<file path="src/rtl/gray_pkg.sv">
// Shared definitions for the Gray source and the decoder side: default width,
// binary-to-Gray conversion and the debouncer level state.
package gray_pkg;

  localparam int GRAY_WIDTH     = 4;
  localparam int GRAY_MAX_WIDTH = 32;

  typedef enum logic {
    DB_LOW  = 1'b0,
    DB_HIGH = 1'b1
  } db_state_t;

  // Width-agnostic up to GRAY_MAX_WIDTH: zero-extend, convert, truncate.
  function automatic logic [GRAY_MAX_WIDTH-1:0] bin2gray(input logic [GRAY_MAX_WIDTH-1:0] b);
    return b ^ (b >> 1);
  endfunction

endpackage

</file>
<file path="src/rtl/button_debouncer.sv">
// Raw button conditioning: two-flop synchronizer, stable-level debouncer and
// a one-cycle press pulse on each accepted 0->1 change of the debounced level.
//
//   state   | meaning
//   DB_LOW  | debounced level is 0 (button released)
//   DB_HIGH | debounced level is 1 (button pressed)
module button_debouncer
  import gray_pkg::*;
#(
  parameter int DEBOUNCE_CYCLES = 270000
) (
  input  logic clk,
  input  logic rst_n,
  input  logic raw,
  output logic level,
  output logic rise
);

  localparam int CW = (DEBOUNCE_CYCLES > 1) ? $clog2(DEBOUNCE_CYCLES) : 1;
  localparam logic [CW-1:0] CNT_LAST = CW'(DEBOUNCE_CYCLES - 1);

  logic [1:0]    sync;
  logic [CW-1:0] cnt;
  db_state_t     state;
  logic          sync_level;

  assign sync_level = sync[1];
  assign level      = (state == DB_HIGH);

  always_ff @(posedge clk) begin
    if (!rst_n) begin
      sync  <= '0;
      cnt   <= '0;
      state <= DB_LOW;
      rise  <= 1'b0;
    end else begin
      sync <= {sync[0], raw};
      rise <= 1'b0;
      if (sync_level == level) begin
        cnt <= '0;
      end else if (cnt == CNT_LAST) begin
        // rise is registered alongside the level change so it lines up with db
        cnt   <= '0;
        state <= sync_level ? DB_HIGH : DB_LOW;
        rise  <= sync_level;
      end else begin
        cnt <= cnt + CW'(1);
      end
    end
  end

endmodule

</file>
<file path="src/rtl/gray_code_generator.sv">
// Up/down Gray-code source: debounced inc/dec buttons or a fixed-rate auto
// step drive a binary counter; gray, bin, step and wrap are all registered.
module gray_code_generator
  import gray_pkg::*;
#(
  parameter int WIDTH           = GRAY_WIDTH,
  parameter int DEBOUNCE_CYCLES = 270000,
  parameter int AUTO_PERIOD     = 27000000
) (
  input  logic             clk,
  input  logic             rst_n,
  input  logic             btn_inc,
  input  logic             btn_dec,
  input  logic             auto_en,
  output logic [WIDTH-1:0] gray,
  output logic [WIDTH-1:0] bin,
  output logic             step,
  output logic             wrap
);

  localparam int PW = (AUTO_PERIOD > 1) ? $clog2(AUTO_PERIOD) : 1;
  localparam logic [PW-1:0]    PERIOD_LAST = PW'(AUTO_PERIOD - 1);
  localparam logic [WIDTH-1:0] BIN_MAX     = '1;

  logic             level_inc, level_dec;
  logic             rise_inc, rise_dec;
  logic             unused_levels;
  logic [PW-1:0]    period_cnt;
  logic             auto_tick;
  logic             count_up, count_down;
  logic [WIDTH-1:0] bin_next;
  logic             wrap_next;

  button_debouncer #(.DEBOUNCE_CYCLES(DEBOUNCE_CYCLES)) u_db_inc (
    .clk   (clk),
    .rst_n (rst_n),
    .raw   (btn_inc),
    .level (level_inc),
    .rise  (rise_inc)
  );

  button_debouncer #(.DEBOUNCE_CYCLES(DEBOUNCE_CYCLES)) u_db_dec (
    .clk   (clk),
    .rst_n (rst_n),
    .raw   (btn_dec),
    .level (level_dec),
    .rise  (rise_dec)
  );

  assign unused_levels = level_inc ^ level_dec;

  // Button events are dropped in auto mode; simultaneous inc+dec cancel out.
  always_comb begin
    auto_tick  = auto_en && (period_cnt == PERIOD_LAST);
    count_up   = auto_tick || (!auto_en && rise_inc && !rise_dec);
    count_down = !auto_en && rise_dec && !rise_inc;
    bin_next   = bin;
    wrap_next  = 1'b0;
    if (count_up) begin
      bin_next  = bin + WIDTH'(1);
      wrap_next = (bin == BIN_MAX);
    end else if (count_down) begin
      bin_next  = bin - WIDTH'(1);
      wrap_next = (bin == '0);
    end
  end

  always_ff @(posedge clk) begin
    if (!rst_n) begin
      period_cnt <= '0;
      bin        <= '0;
      gray       <= '0;
      step       <= 1'b0;
      wrap       <= 1'b0;
    end else begin
      if (!auto_en || period_cnt == PERIOD_LAST) begin
        period_cnt <= '0;
      end else begin
        period_cnt <= period_cnt + PW'(1);
      end
      bin  <= bin_next;
      gray <= WIDTH'(bin2gray(GRAY_MAX_WIDTH'(bin_next)));
      step <= count_up || count_down;
      wrap <= wrap_next;
    end
  end

endmodule

</file>
<file path="config.mk">
export PLATFORM = sky130hd
export DESIGN_NAME = gray_code_generator
export DESIGN_NICKNAME = d
export VERILOG_FILES = /design/src/rtl/gray_pkg.sv /design/src/rtl/button_debouncer.sv /design/src/rtl/gray_code_generator.sv
export SDC_FILE = /design/constraint.sdc
export NUM_CORES = 1
export LEC_CHECK = 0
export BUFFER_PORTS_ARGS = -buffer_cell sky130_fd_sc_hd__buf_4
export CAP_MARGIN = 20
export CORE_MARGIN = 2
export CORE_UTILIZATION = 55
export DETAILED_ROUTE_END_ITERATION = 12
export MAX_ROUTING_LAYER = met4
export PLACE_DENSITY = 0.8
export SLEW_MARGIN = 15
export SYNTH_ARGS = -nofsm -noshare
export SYNTH_HDL_FRONTEND = slang
export SYNTH_SLANG_ARGS = --single-unit
</file>
<file path="constraint.sdc">
create_clock -name clk -period 2.2 [get_ports clk]
set_input_delay 0.11 -clock clk [delete_from_list [all_inputs] [get_ports clk]]
set_output_delay 0.11 -clock clk [all_outputs]
set_load 0.02 [all_outputs]
</file>
==> impl_results.md, run 1 <==
* RSZ-0062 raised after global routing: false
* Die Y at 85 um
* Initial Util at 56.8%
* Most area-consuming cells after synthesis: dfxtp_1 44%, xor2_1 9.7%, nor2_1 8.3%
* Hold crit path type: input pin to flop
* Initial DRC count at 94
* Crit share post-route at 94.9%
* Crit start category: flop
* CP Data Arrival Time at 2330 ps
* Critical Path Start: bin[1]
* IO Port Bufs at 14
* Final Skew at 7.57 ps
* Vias per inst at 5.41
* Top-area cell type share of the netlist area at 44.4%
* Mapped Area at 0.00361 mm2
* Mapped Nets at 425
* Share of layout cells above drive strength 1 at 14.8%
* Crit path max-delay cell type: or4b_1
* Clock sink total at 80
* Drc violations at 0
* Fillers at 497
* Post-route minimum period at 2090 ps
* Sequential standard cell area at 0.00161 mm2
* DP HPWL at 4550 um
* Max-cap violation count at 0
* Fraction of registers with async set/reset at 0%
* Commonest non-fill, non-tap cell in the layout: nor2_1
* Crit. End Element: flop
* Placed cells at 509
* Initial antenna violation count at 0
* Syn Area/Cell at 8.72 um2
* Highest cell delay on the worst timing path at 530 ps
* Reg2reg end: gray[2]
* Core ar. at 0.00635 mm2
* Final hold viol count at 0
* Clock latency on the worst-skew pair at 350 ps
* Final setup vio count at 0
* Die ar. at 0.00723 mm2
* Area of the multi-input gates at 0.00196 mm2
* Number of flops mapped to enable cells by yosys at 0
* Total grt overflow at 0
* Status: finished clean
* Via Count at 2864
* Netlist cell types at 46
* R2R setup slack at 110 ps
* Relative slew slack at 60.6%
* Pin count of the biggest net entering global routing at 26
* Total I/O pin count at 15
* Cell chain of the critical path: or4b_1, o311ai_0, o41ai_1, nor4b_4, xnor2_1, and2_1
* Vias in the first global route at 2631
* FP Rows at 29
* Yosys warnings at 0
* Most frequent cells in the layout: 80 x nor2_1, 75 x dfxtp_1, 40 x xor2_1, 33 x nand3_1, 30 x buf_4
* H-tree levels at 3
* Number of synthesized register bits at 80
* Peak VDD IR at 0.000464 V
* Final cell count without fillers at 529
* Worst-margin pin slew at 584 ps
* Synth Instances at 414
* CTS buffer count at 9
* Initial DRT Pass Iterations at 4
* Pwr Density at 637 mW/mm2
* Gr usage total at 20.1%
* Worst hold path endpoint: u_db_inc.rise
* Worst-path clk slew at 80 ps
* Leakage at 1.50 nW
* Die W at 85 um
* Layout area overhead at 16.3%
* Maximum fanout along the worst path at 7
* Synth area leader: dfxtp_1
* Wirelength per Cell at 12.5 um
* Total routed wirelength at 6590 um
* Register area share after synthesis at 44.4%
* CTS root buf: clkbuf_8
* CTS max path bufs at 2
* Top_reg_cell synth: dfxtp_1
* Placer Congestion at 0.842
* Reg-to-reg startpoint: bin[1]
* ANT nets after route at 0
* Setup TNS at 0 ps
* Maximum clock rate at 479 MHz
* First-pass GRT wire length at 11500 um
* Max Transition Viols Final at 0
* CTS tree: yes
* Reg2Reg Depth at 6
* WHS Path Cells at 3
* N_diodes at 0
* HP Start: rst_n
* Critical path class: flop to flop
* Critical path data required time at 2450 ps
* Final #Nets at 458
-- where the power goes --
| part | switching, W | total, W | internal (W) | leakage (nW) |
|---|---|---|---|---|
| clock network | 0.000546 | 0.00108 | 0.000535 | 0.0977 |
| registers | 0.0000122 | 0.00147 | 0.00146 | 0.648 |
| logic | 0.0000626 | 0.000118 | 0.0000557 | 0.750 |
-- worst max-delay path by stage --
stage               cells past startpoint  endpoint
CTS                                     8   gray[2]
detailed placement                      8   gray[2]
global route                            8   gray[1]
global placement                        8   gray[1]
finish                                  6   gray[2]
floorplan                               8   gray[1]
-- critical path, delay by kind of cell, from the launching register on --
kind            cells  cell delay (ps)
simple gates        3             1000
flops               1              370
xor+xnor            1              100
compound gates      2              500
-- cell families (layout without fill, tap and decap cells) --
group / after synthesis / after routing / synth area share, %
compound gates: 22 / 22 / 4.33
xor+xnor: 61 / 61 / 14.8
fa+ha+maj: 6 / 6 / 2.08
buf+inv: 20 / 58 / 2.32
flops: 80 / 80 / 44.4
mux: 3 / 3 / 0.832
simple gates: 222 / 222 / 31.2
-- per-stage QoR --
step / worst slack, ps / hold WS, ps / utilization (%) / cell area, um2 / total power [W]
floorplan: 57.4 / 237 / - / 3610 / 0.00158
global placement: 114 / 317 / 61.7 / 3920 / 0.00161
detailed placement: 43.4 / 321 / 61.7 / 3920 / 0.00162
CTS: 35.8 / 78.6 / 65.2 / 4140 / 0.00270
global route: 11.2 / 96.5 / 66.1 / 4200 / 0.00278
finish: 113 / 95.3 / 66.1 / 4200 / 0.00267
-- timing repair --
item	in CTS	in global routing
endpoints found under the hold margin	2	0
resized for setup	0	12
setup endpoints to repair	0	3
setup buffers	0	2
hold buffers	2	0
-- state kept, by name (all words and copies together) (netlist names) --
register and flops:
bin 3, gray 4, period_cnt 25, step 1
u_db_dec.cnt 19, u_db_dec.level 1, u_db_dec.rise 1, u_db_dec.sync 2
u_db_inc.cnt 19, u_db_inc.level 1, u_db_inc.rise 1, u_db_inc.sync 2
wrap 1
-- layer usage --
metal | vias to the layer above | track usage, % | part of all wire (%)
li1 | 1470 | - | -
met3 | 11 | 4.96 | 3.0
met5 | - | - | 0
met4 | 0 | 7.79 | 1.7
met2 | 41 | 32.3 | 48
met1 | 1342 | 24.3 | 47
-- layout make-up --
cell class / count / area share, %
multi-input cells: 314 / 46.7
flip-flops and latches: 80 / 38.3
repair buffers: 35 / 7.27
clock buffers: 9 / 2.95
well taps: 77 / 2.30
clock inverters: 7 / 1.88
inverters: 7 / 0.626
-- cells in the mapped netlist (8+ instances only) --
cell type and number:
nor3_1 10, xnor2_1 21, nand3_1 33, nand2_1 28, xor2_1 40, and2_1 11, dfxtp_1 80, a21oi_1 8
nor2_1 80, nand4_1 13
(Power assumes the default switching activity.)
==> inputs of run 2 (changes only) <==
CORE_ASPECT_RATIO = 1.75   (was not set)
==> run 2 against run 1 <==
Effect of this change: the run now ends with negative hold slack left; utilization increased by 1.0 points; global-route usage increased by 1.5 points; first-iteration DRC count increased by 140%; sequential share of layout area is 1.0 points lower; fmax decreased by 3.8%; total power is 19% higher; die area increased by 0.35%; flip-flop and latch count unchanged; register-to-register slack got worse by 80 ps; via count increased by 3.8%; largest power group is now clock.
==> impl_results.md, run 2 (synthesis results as in run 1) <==
* Worst-margin pin slew at 543 ps (was 584 ps)
* CTS root buf: clkbuf_16 (was clkbuf_8)
* Vias in the first global route at 2929 (was 2631)
* Largest regs: period_cnt (25), u_db_dec.cnt (19), u_db_inc.cnt (19) (unchanged)
* Initial antenna violation count at 0 (unchanged)
* Most frequent cells in the layout: 80 x nor2_1, 72 x dfxtp_1, 40 x xor2_1, 36 x buf_4, 33 x nand3_1 (was 80 x nor2_1, 75 x dfxtp_1, 40 x xor2_1, 33 x nand3_1, 30 x buf_4)
* Largest register FFs at 25 (unchanged)
* Core ar. at 0.00644 mm2 (was 0.00635 mm2)
* Final hold viol count at 1 (was 0)
* Final setup vio count at 0 (unchanged)
* Clock latency on the worst-skew pair at 330 ps (was 350 ps)
* Reg2Reg Depth at 6 (unchanged)
* Crit. End Element: flop (unchanged)
* ANT nets after route at 0 (unchanged)
* CTS tree: yes (unchanged)
* Area of the multi-input gates at 0.00195 mm2 (was 0.00196 mm2)
* CP Data Arrival Time at 2390 ps (was 2330 ps)
* Reg2reg end: gray[2] (unchanged)
* Max-cap violation count at 0 (unchanged)
* Initial DRC count at 222 (was 94)
* Hold crit path type: input pin to flop (unchanged)
* Post-Layout Inst Area at 0.00432 mm2 (was 0.00420 mm2)
* DP HPWL at 4920 um (was 4550 um)
* Max Transition Viols Final at 0 (unchanged)
* Critical path class: flop to flop (unchanged)
* Critical Path Start: bin[1] (unchanged)
* Failing checks: negative hold slack
* Wirelength per Cell at 13.6 um (was 12.5 um)
* Reg-to-reg startpoint: bin[1] (unchanged)
* Relative slew slack at 63.3% (was 60.6%)
* Status: finished with violations (was finished clean)
* Clock sink total at 80 (unchanged)
* Drc violations at 0 (unchanged)
* Total routed wirelength at 7280 um (was 6590 um)
* Final #Nets at 461 (was 458)
* Pin count of the biggest net entering global routing at 26 (unchanged)
* Leakage at 1.56 nW (was 1.50 nW)
* Total I/O pin count at 15 (unchanged)
* R2R setup slack at 30 ps (was 110 ps)
* Worst-path clk slew at 60 ps (was 80 ps)
* Final Skew at 12.3 ps (was 7.57 ps)
* HP Start: btn_dec (was rst_n)
* Highest cell delay on the worst timing path at 530 ps (about the same)
* CTS max path bufs at 2 (unchanged)
* Fillers at 505 (was 497)
* Die Y at 111 um (was 85 um)
* Vias per inst at 5.54 (was 5.41)
* Peak VDD IR at 0.000522 V (was 0.000464 V)
* Crit share post-route at 98.6% (was 94.9%)
* First-pass GRT wire length at 12200 um (was 11500 um)
* Initial DRT Pass Iterations at 4 (unchanged)
* H-tree levels at 3 (unchanged)
* Gr usage total at 21.5% (was 20.1%)
* Initial Util at 56.0% (was 56.8%)
* N_diodes at 0 (unchanged)
* IO Port Bufs at 14 (unchanged)
* DP Area at 0.00395 mm2 (was 0.00392 mm2)
* Via Count at 2972 (was 2864)
* Maximum clock rate at 461 MHz (was 479 MHz)
* Maximum fanout along the worst path at 4 (was 7)
* Die W at 65.2 um (was 85 um)
* Total grt overflow at 0 (unchanged)
* Sequential standard cell area at 0.00161 mm2 (about the same)
* Cell chain of the critical path: or4b_1, o311ai_0, a21oi_1, nor4b_4, xnor2_1, and2_1 (was or4b_1, o311ai_0, o41ai_1, nor4b_4, xnor2_1, and2_1)
* Die ar. at 0.00725 mm2 (was 0.00723 mm2)
* Layout area overhead at 19.8% (was 16.3%)
* CTS buffer count at 9 (unchanged)
* Crit path max-delay cell type: or4b_1 (unchanged)
* Biggest register: period_cnt (unchanged)
* Pwr Density at 734 mW/mm2 (was 637 mW/mm2)
* Worst hold path endpoint: u_db_dec.sync[0] (was u_db_inc.rise)
* Crit start category: flop (unchanged)
* Post-route minimum period at 2170 ps (was 2090 ps)
* FP Rows at 39 (was 29)
* Share of layout cells above drive strength 1 at 16.1% (was 14.8%)
* WHS Path Cells at 2 (was 3)
* Critical path data required time at 2430 ps (was 2450 ps)
* Commonest non-fill, non-tap cell in the layout: nor2_1 (unchanged)
* Placer Congestion at 0.882 (was 0.842)
* Hold Slack at -0.281 ps (was 95.3 ps)
-- run 2: worst max path at each step --
stage               slack, ps  endpoint  cells after the start
floorplan                  60   gray[1]                      8
global placement          130   gray[2]                      7
detailed placement         50   gray[1]                      7
CTS                        30   gray[1]                      7
global route             -140   gray[2]                      6
finish                     30   gray[2]                      6
-- run 2: metrics by stage --
step | worst slack, ps | std cells | TNS [ps] | power [W] | util (%)
final | 30.9 | 536 | 0 | 0.00317 | 67.1
after global routing | -144 | 536 | -168 | 0.00328 | 67.1
after CTS | 28.6 | 534 | 0 | 0.00318 | 66.3
after detailed placement | 45.0 | 519 | 0 | 0.00162 | 61.3
after global placement | 129 | 519 | 0 | 0.00162 | 61.3
after floorplan | 57.4 | 414 | 0 | 0.00158 | -
-- run 2: routing by layer --
metal  track usage, %  wire length [um]  vias to the layer above
met2             38.2              4000                       55
met3             3.65               162                       15
met5                -                 0                        -
met4             10.8               168                        0
met1             22.1              2950                     1422
li1                 -                 -                     1480
-- run 2: power by group --
group | switching, W | leakage, nW | internal, W
Clock | 0.000556 | 0.155 | 0.00102
Sequential | 0.0000121 | 0.650 | 0.00146
Combinational | 0.0000668 | 0.759 | 0.0000584
Total | 0.000635 | 1.56 | 0.00254
-- run 2: what timing repair did --
item | in CTS | in global routing
buffers inserted | 0 | 2
hold buffers | 0 | 0
gates resized for setup | 0 | 14
endpoints found under the setup margin | 0 | 2
-- run 2: worst max-delay path, delay by kind of cell, from the launching register on --
family          cells  cell delay [ps]
compound gates      2              560
xor+xnor            1              120
flops               1              350
simple gates        3             1030
-- run 2: layout make-up --
class,instances,area share [%]
Timing Repair Buffer,38,7.18
Inverter,7,0.608
Clock buffer,10,5.53
Multi-Input combinational cell,314,45.2
Clock inverter,5,1.88
Tap cell,82,2.37
Sequential cell,80,37.3
==> inputs of run 3 (changes only) <==
CELL_PAD_IN_SITES_DETAIL_PLACEMENT = 1   (was not set)
CELL_PAD_IN_SITES_GLOBAL_PLACEMENT = 1   (was not set)
CORE_UTILIZATION = 42   (was 55)
==> run 3 against run 2 <==
Effect of this change: fmax grew 3.1%; die area grew 29%; global-route usage shrank 0.79 points; setup slack gained 65 ps; combinational power shrank 3%; flip-flop and latch count is the same; clock power shrank 6%; worst hold slack gained 11 ps; wire length grew 19%; total power shrank 3.0%; sequential share of layout area shrank 0.34 points; the flow now finishes without violations.
==> impl_results.md, run 3 (synthesis results as in run 1) <==
* Crit. End Element: flop (unchanged)
* Vias in the first global route at 3184 (was 2929)
* Final #Nets at 462 (was 461)
* Total routed wirelength at 8670 um (was 7280 um)
* Final hold viol count at 0 (was 1)
* CTS tree: yes (unchanged)
* Crit start category: flop (unchanged)
* Via Count at 3029 (was 2972)
* Placer Congestion at 0.782 (was 0.882)
* Final Skew at 6.34 ps (was 12.3 ps)
* First-pass GRT wire length at 14800 um (was 12200 um)
* Sw frac at 21.4% (was 20.0%)
* FP Rows at 44 (was 39)
* Biggest register: period_cnt (unchanged)
* Gr usage total at 20.8% (was 21.5%)
* Setup TNS at 0 ps (unchanged)
* CP bufs+invs at 1 (was 0)
* N_diodes at 0 (unchanged)
* DP HPWL at 6100 um (was 4920 um)
* Commonest non-fill, non-tap cell in the layout: nor2_1 (unchanged)
* Clock latency on the worst-skew pair at 340 ps (was 330 ps)
* Largest regs: period_cnt (25), u_db_dec.cnt (19), u_db_inc.cnt (19) (unchanged)
* Total I/O pin count at 15 (unchanged)
* Relative slew slack at 60.7% (was 63.3%)
* RSZ-0062 raised after global routing: true
* Leakage at 1.54 nW (was 1.56 nW)
* Worst-path clk slew at 60 ps (about the same)
* Initial Util at 43.4% (was 56.0%)
* Sequential fraction of design power at 48.0% (was 46.5%)
* CTS buffer count at 9 (unchanged)
* Max-cap violation count at 0 (unchanged)
* Crit path max-delay cell type: or4b_4 (was or4b_1)
* Maximum fanout along the worst path at 6 (was 4)
* Core ar. at 0.00831 mm2 (was 0.00644 mm2)
* Total grt overflow at 0 (unchanged)
* Post-Layout Inst Area at 0.00434 mm2 (was 0.00432 mm2)
* Layout area overhead at 20.4% (was 19.8%)
* Initial DRC count at 90 (was 222)
* Clock Power Share at 48.1% (was 49.6%)
* Post-route minimum period at 2100 ps (was 2170 ps)
* Comb pwr share at 3.9% (about the same)
* Pwr Density at 709 mW/mm2 (was 734 mW/mm2)
* Die W at 74.1 um (was 65.2 um)
* Critical path class: flop to flop (unchanged)
* Most frequent cells in the layout: 80 x nor2_1, 78 x dfxtp_1, 40 x xor2_1, 34 x buf_4, 33 x nand3_1 (was 80 x nor2_1, 72 x dfxtp_1, 40 x xor2_1, 36 x buf_4, 33 x nand3_1)
* Drc violations at 0 (unchanged)
* IO Port Bufs at 14 (unchanged)
* CTS root buf: clkbuf_16 (unchanged)
* Hold crit path type: input pin to flop (unchanged)
* ANT nets after route at 0 (unchanged)
* NetSw at 0.000660 W (was 0.000635 W)
* Int Pwr at 0.00242 W (was 0.00254 W)
* Peak VDD IR at 0.000404 V (was 0.000522 V)
* Pin count of the biggest net entering global routing at 26 (unchanged)
* Die ar. at 0.00938 mm2 (was 0.00725 mm2)
* Clock sink total at 80 (unchanged)
* Maximum clock rate at 475 MHz (was 461 MHz)
* Cell chain of the critical path: nand4_2, or4b_4, buf_6, o211ai_1, nor4b_2, xnor2_1, and2_1 (was or4b_1, o311ai_0, a21oi_1, nor4b_4, xnor2_1, and2_1)
* H-tree levels at 3 (unchanged)
* Vias per inst at 5.31 (was 5.54)
* Largest register FFs at 25 (unchanged)
* CP Data Arrival Time at 2340 ps (was 2390 ps)
* Cell family with most CP delay: simple AND/OR/NAND/NOR gates (unchanged)
* Worst-margin pin slew at 586 ps (was 543 ps)
* Status: finished clean (was finished with violations)
* Die Y at 127 um (was 111 um)
* DP Area at 0.00401 mm2 (was 0.00395 mm2)
* Final setup vio count at 0 (unchanged)
* Share of layout cells above drive strength 1 at 14.7% (was 16.1%)
* CTS max path bufs at 2 (unchanged)
* Wirelength per Cell at 15.2 um (was 13.6 um)
* Highest cell delay on the worst timing path at 580 ps (was 530 ps)
* Max Transition Viols Final at 0 (unchanged)
* R2R setup slack at 100 ps (was 30 ps)
* Crit share post-route at 95.6% (was 98.6%)
* Critical path data required time at 2430 ps (about the same)
* Initial DRT Pass Iterations at 4 (unchanged)
* Initial antenna violation count at 0 (unchanged)
[run 3: power by group through the flow]
stage	clock network (W)	registers, W	logic, W
2_1_floorplan	0	0.00151	0.0000636
3_3_place_gp	0	0.00151	0.000115
3_5_place_dp	0	0.00151	0.000118
4_1_cts	0.00151	0.00148	0.000121
5_1_grt	0.00158	0.00148	0.000130
6_report	0.00148	0.00148	0.000121
[run 3: layout make-up]
cell class              count  area, um2
clock buffers              12        246
fillers                   982       3970
flip-flops and latches     80       1600
multi-input cells         314       1940
clock inverters             3       42.5
inverters                   7       26.3
well taps                 115        144
repair buffers             39        337
[run 3: what timing repair did]
action	in CTS	in global routing
hold endpoints to repair	1	0
buffers inserted	0	1
resized for setup	2	8
hold buffers	1	0
pin swaps	0	2
setup endpoints to repair	2	2
[run 3: final timing paths]
check	start	end	depth (start not counted)
setup / recovery	period_cnt[5]	gray[2]	7
hold / removal	btn_dec	u_db_dec.sync[0]	2
setup reg to reg	period_cnt[5]	gray[2]	7
hold reg to reg	period_cnt[0]	period_cnt[0]	1
[run 3: per-stage QoR]
| step | total power (W) | utilization [%] | worst slack (ps) | hold slack [ps] | cells |
|---|---|---|---|---|---|
| after CTS | 0.00311 | 52.0 | 0.657 | 8.39 | 569 |
| after detailed placement | 0.00163 | 48.2 | -32.3 | 330 | 553 |
| after floorplan | 0.00158 | - | 57.4 | 237 | 414 |
| final | 0.00308 | 52.3 | 95.8 | 11.0 | 570 |
| after global routing | 0.00319 | 52.3 | 13.6 | 5.65 | 570 |
| after global placement | 0.00162 | 48.2 | 90.2 | 317 | 553 |
[run 3: routing by layer]
metal	up-vias	share of wire (%)	GRT usage, %
li1	1474	-	-
met1	1513	38	20.9
met2	24	58	37.9
met3	18	1.1	2.78
met4	0	2.7	9.84
met5	-	0	-
